[src/rtl/pri_arbiter8.sv]
// Eight-way highest-index-wins arbiter: grant 1 cycle after an IDLE sample, held until done/req drop/MAX_HOLD,
// one RELEASE dead cycle between owners; a timed-out owner is masked for the next arbitration only.
module pri_arbiter8 #(
   parameter int MAX_HOLD = 16
) (
   input  logic       clk,
   input  logic       rst_n,
   input  logic       en,
   input  logic [7:0] req,
   input  logic       done,
   output logic [7:0] gnt,
   output logic [2:0] gnt_id,
   output logic       gnt_valid,
   output logic       idle,
   output logic       timeout
);

   localparam int CW = (MAX_HOLD > 1) ? $clog2(MAX_HOLD) : 1;
   localparam logic [CW-1:0] LIM = CW'(MAX_HOLD - 1);

   typedef enum logic [1:0] {IDLE, GRANT, RELEASE} state_t;

   state_t        state, state_nxt;
   logic [2:0]    owner, owner_nxt;
   logic [CW-1:0] cnt, cnt_nxt;
   logic [7:0]    mask, mask_nxt;
   logic [7:0]    gnt_nxt;
   logic [2:0]    gnt_id_nxt;
   logic          gnt_valid_nxt;
   logic          timeout_nxt;
   logic [7:0]    eff;
   logic [2:0]    pick;
   logic          rel_vol;

   always_comb begin
      eff = req & ~mask;
      // The mask only redirects a grant; it never blocks a lone requester.
      if (eff == 8'd0) eff = req;
      pick = 3'd0;
      for (int i = 0; i < 8; i++) begin
         if (eff[i]) pick = 3'(i);
      end
   end

   always_comb begin
      state_nxt     = state;
      owner_nxt     = owner;
      cnt_nxt       = cnt;
      mask_nxt      = mask;
      gnt_nxt       = gnt;
      gnt_id_nxt    = gnt_id;
      gnt_valid_nxt = gnt_valid;
      timeout_nxt   = 1'b0;
      rel_vol       = done || !req[owner];
      case (state)
         IDLE: begin
            if (en && (eff != 8'd0)) begin
               state_nxt     = GRANT;
               owner_nxt     = pick;
               cnt_nxt       = '0;
               mask_nxt      = 8'd0;
               gnt_nxt       = 8'd1 << pick;
               gnt_id_nxt    = pick;
               gnt_valid_nxt = 1'b1;
            end
         end
         GRANT: begin
            if (rel_vol || (cnt == LIM)) begin
               state_nxt     = RELEASE;
               gnt_nxt       = 8'd0;
               gnt_id_nxt    = 3'd0;
               gnt_valid_nxt = 1'b0;
               // Voluntary release in the limit cycle wins: no pulse, no mask.
               if (!rel_vol) begin
                  timeout_nxt = 1'b1;
                  mask_nxt    = 8'd1 << owner;
               end
            end else begin
               cnt_nxt = cnt + 1'b1;
            end
         end
         RELEASE: state_nxt = IDLE;
         default: state_nxt = IDLE;
      endcase
   end

   always_ff @(posedge clk or negedge rst_n) begin
      if (!rst_n) begin
         state     <= IDLE;
         owner     <= 3'd0;
         cnt       <= '0;
         mask      <= 8'd0;
         gnt       <= 8'd0;
         gnt_id    <= 3'd0;
         gnt_valid <= 1'b0;
         timeout   <= 1'b0;
      end else begin
         state     <= state_nxt;
         owner     <= owner_nxt;
         cnt       <= cnt_nxt;
         mask      <= mask_nxt;
         gnt       <= gnt_nxt;
         gnt_id    <= gnt_id_nxt;
         gnt_valid <= gnt_valid_nxt;
         timeout   <= timeout_nxt;
      end
   end

   assign idle = en && (req == 8'd0) && (state == IDLE);

endmodule

[config.mk]
export PLATFORM = sky130hd
export DESIGN_NAME = pri_arbiter8
export DESIGN_NICKNAME = d
export VERILOG_FILES = /design/src/rtl/pri_arbiter8.sv
export SDC_FILE = /design/constraint.sdc
export NUM_CORES = 1
export LEC_CHECK = 0
export ABC_AREA = 0
export ABC_CLOCK_PERIOD_IN_PS = 2520
export BUFFER_PORTS_ARGS = -buffer_cell sky130_fd_sc_hd__buf_2
export CORE_MARGIN = 4
export CORE_UTILIZATION = 55
export CTS_CLUSTER_DIAMETER = 100
export DETAILED_ROUTE_END_ITERATION = 10
export GPL_ROUTABILITY_DRIVEN = 1
export PLACE_DENSITY = 0.87
export SYNTH_ARGS = -nofsm -noshare
export SYNTH_HDL_FRONTEND = slang
export SYNTH_SLANG_ARGS = --single-unit
[constraint.sdc]
create_clock -name clk -period 2.52 [get_ports clk]
set_input_delay 0.504 -clock clk [delete_from_list [all_inputs] [get_ports clk]]
set_output_delay 0.504 -clock clk [all_outputs]
set_load 0.02 [all_outputs]
==> results by group <==
Floorplanning
  – # rows: 19
  – Top Ports: 26
  – DIE HEIGHT: 61.67 microns
  – Die width: 61.67 microns
  – Starting Density: 57.44%
  – Core area: 2758 sq um
  – Die area: 3803 sq um

Pwr
  – Power per Cell Area: between 1000 and 1500 nW/um^2
  – Pwr Total: 0.001812 W
  – LEAKAGE: 0.8454 nW
  – Peak supply drop: 0.7986 mV

Timing
  – RSZ-0062 raised after global routing: false
  – Slew HR: 57.23%
  – Fin crit share: 89.08%
  – Count of final setup violators: 0
  – Setup TNS Final: 0 ns
  – Max-slew violations: 0
  – Hold Violations, Final: 0
  – Min cycle time layout: 2.245 ns
  – Worst-Margin Slew: 0.6416 ns
  – Max Clock Skew: 0.004439 ns
  – Fmax: 0.4455 GHz
  – Worst setup margin: 0.2752 ns

Layout
  – Diodes inserted: 0
  – Nets: 192
  – Area growth, synth to finish: 11.37%
  – Fin area: between 1500 and 2000 sq um
  – Share of layout cells above drive strength 1: 26.67%

Clocking
  – Clk root buf: clkbuf_4
  – Hold-fix buffers at CTS: 0
  – Clk slew on worst S/H paths: roughly 0.090 ns
  – Total CTS buffers: 5
  – Bufs on Longest Clock Path: 2
  – Clock Latency Late Sink: 0.32 ns
  – PostCTS Resize Cnt: 0
  – Post-CTS setup buffer count: 0
  – CTS tree: done
  – H-tree level count: 2
  – CTS Sinks: 30

Routing
  – Vias post-DR: 1283
  – DR WL/cell: 15.81 microns
  – DRC viols: 0
  – Final wirelength: 3.335 mm
  – Initial DRC Count: 100
  – Post-route ant nets: 0
  – Detailed-router iteration count before antenna repair: 4
  – Vias per cell: about 6

Logic synthesis
  – Post-synthesis simple-gate area fraction: slightly above 20%
  – Number of synthesized flops with an enable pin: 0
  – Ys async rst share: 100.0%
  – Syn Inst Count: between 150 and 200
  – Mapped Nets: 165
  – Unique cell type count in the Yosys netlist: 37
  – Mapped cell area: 1584 sq um
  – Register area share after synthesis: 47.39%
  – Area share of the largest cell type after synthesis: 47.39%
  – Warning count from the yosys run: 0
  – Ys flop type: dfrtp_1
  – Synth top area cells: dfrtp_1 (47%), mux2_2 (6.4%), o21ai_0 (4.7%)
  – Post-synthesis compound-gate area fraction: 16.67%
  – Largest family of logic cells by synthesized area: simple AND/OR/NAND/NOR gates
  – Synth Area in XOR/XNOR: 0.5529%
  – Avg Cell Area, Syn: 10.42 sq um
  – Largest area contributor in the netlist: dfrtp_1
  – Post-Synth Adder-Cell Area: 0.7899%
  – #FFs+latches synth: 30
  – Mux share of post-synthesis cell area: 10.66%

Global route
  – GRT Total Usage: 20.60%
  – Number of global-route vias before repair: 1189
  – Total congestion overflow: 0
  – Largest net degree at the start of global routing: 31
  – First-pass GRT wire length: 5.533 mm
  – Initial antenna violation count: 0

Placement
  – Setup WS pre-CTS: 0.1394 ns
  – Gp weighted congestion: slightly below 0.9
  – Hpwl dp: 2.578 mm
  – Dpl cell area: 1704 sq um
  – Port Buf Inserts: 25

Outcome
  – Status: finished clean

Worst setup path
  – Crit. End Element: flop
  – Worst EP required: between 2 and 3 ns
  – Crit Path Max Fanout: 8
  – Setup CP Type: flop to flop
  – Critical path arrival: 2.46 ns
  – CP Launch Type: flop

Min path
  – Worst Hold Class: primary input to async pin

Run
  – Max_cap viols: 0
-- layer usage --
layer  vias up  track usage, %  routed length, microns
met4         0           8.182                      44
met5         -               0                       0
li1        611               -                       -
met3         4           6.499                     217
met1       615           25.96                    1491
met2        53           32.88                    1582
-- cells in the mapped netlist, types with 2 or more instances --
cell	number
o2111ai_1	2
nand4_1	2
nor2_1	11
nor4_1	3
nand4b_1	2
nand2b_1	10
o21ai_0	15
a21o_1	2
a22oi_1	4
dfrtp_1	30
mux2_2	9
a21oi_1	4
o221ai_1	2
nor3_1	5
a32o_1	3
buf_6	3
mux4_2	2
inv_1	4
and2_1	4
nand2_1	18
-- path summary, 6_finish.rpt --
kind	depth (start not counted)	endpoint	start	slack, ns
max	6	mask[4]	owner[0]	0.28
min in group clk	3	state[1]	done	0.47
min	1	gnt[0]	rst_n	0.20
max reg2reg	6	mask[4]	owner[0]	0.28
min reg2reg	2	gnt[3]	gnt[3]	0.48
max in group asynchronous	1	cnt[1]	rst_n	1.91
-- final cells by class --
| class | count | area (sq um) |
|---|---|---|
| Tap cell | 31 | 38.79 |
| Clock inverter | 1 | 5.005 |
| Fill cell | 238 | 993.5 |
| Clock buffer | 7 | 55.05 |
| Sequential cell | 30 | 750.7 |
| Timing Repair Buffer | 25 | 125.1 |
| Inverter | 4 | 15.01 |
| Multi-Input combinational cell | 113 | 774.5 |
-- sequential cells by signal, indices dropped and copies added, names as in the netlist --
signal,count
timeout,1
gnt_id,3
mask,8
cnt,4
owner,3
gnt,8
gnt_valid,1
state,2
-- power breakdown --
part | leakage [nW] | internal [W] | switching [W]
registers | 0.399 | 0.000619 | 0.000150
logic | 0.411 | 0.000323 | 0.000428
clock network | 0.0353 | 0.000135 | 0.000157
-- metrics by stage --
step                      hold slack (ns)  util [%]  cells
final                              0.1957     63.97    211
after global routing               0.2194     63.97    211
after CTS                          0.2026     63.97    211
after detailed placement           0.4648     61.80    203
after global placement             0.4567     61.80    203
after floorplan                    0.2084         -    152
-- logic make-up after synthesis --
logic type,count (synthesis)
adders and majority gates,1
and+or+nand+nor,61
AOI/OAI and AO/OA,38
buffers and inverters,9
DFF,30
muxes,12
xor gates and xnor gates,1
-- critical path: stages (launching register included) --
cell and delay, ns:
dfrtp_1 0.53, mux4_2 0.58, mux2i_4 0.18, nor2_1 0.06, nand2_1 0.08, a211o_1 0.32
mux2_2 0.38
-- cell usage in the layout, fill, tap and decap left out, types with 2 or more instances in the layout --
master     count
inv_1          4
nor4_1         3
o221ai_1       2
and2_1         4
mux4_2         2
mux2_2         9
dfrtp_1       30
nor3_1         5
nor2_1        11
nand4_1        2
a32o_1         3
nand2_1       18
o21ai_0       15
buf_2         25
a21o_1         2
nand4b_1       2
o2111ai_1      2
nand2b_1      10
clkbuf_4       5
a22oi_1        4
a21oi_1        4
No activity file was read; power rests on OpenSTA's default activity.
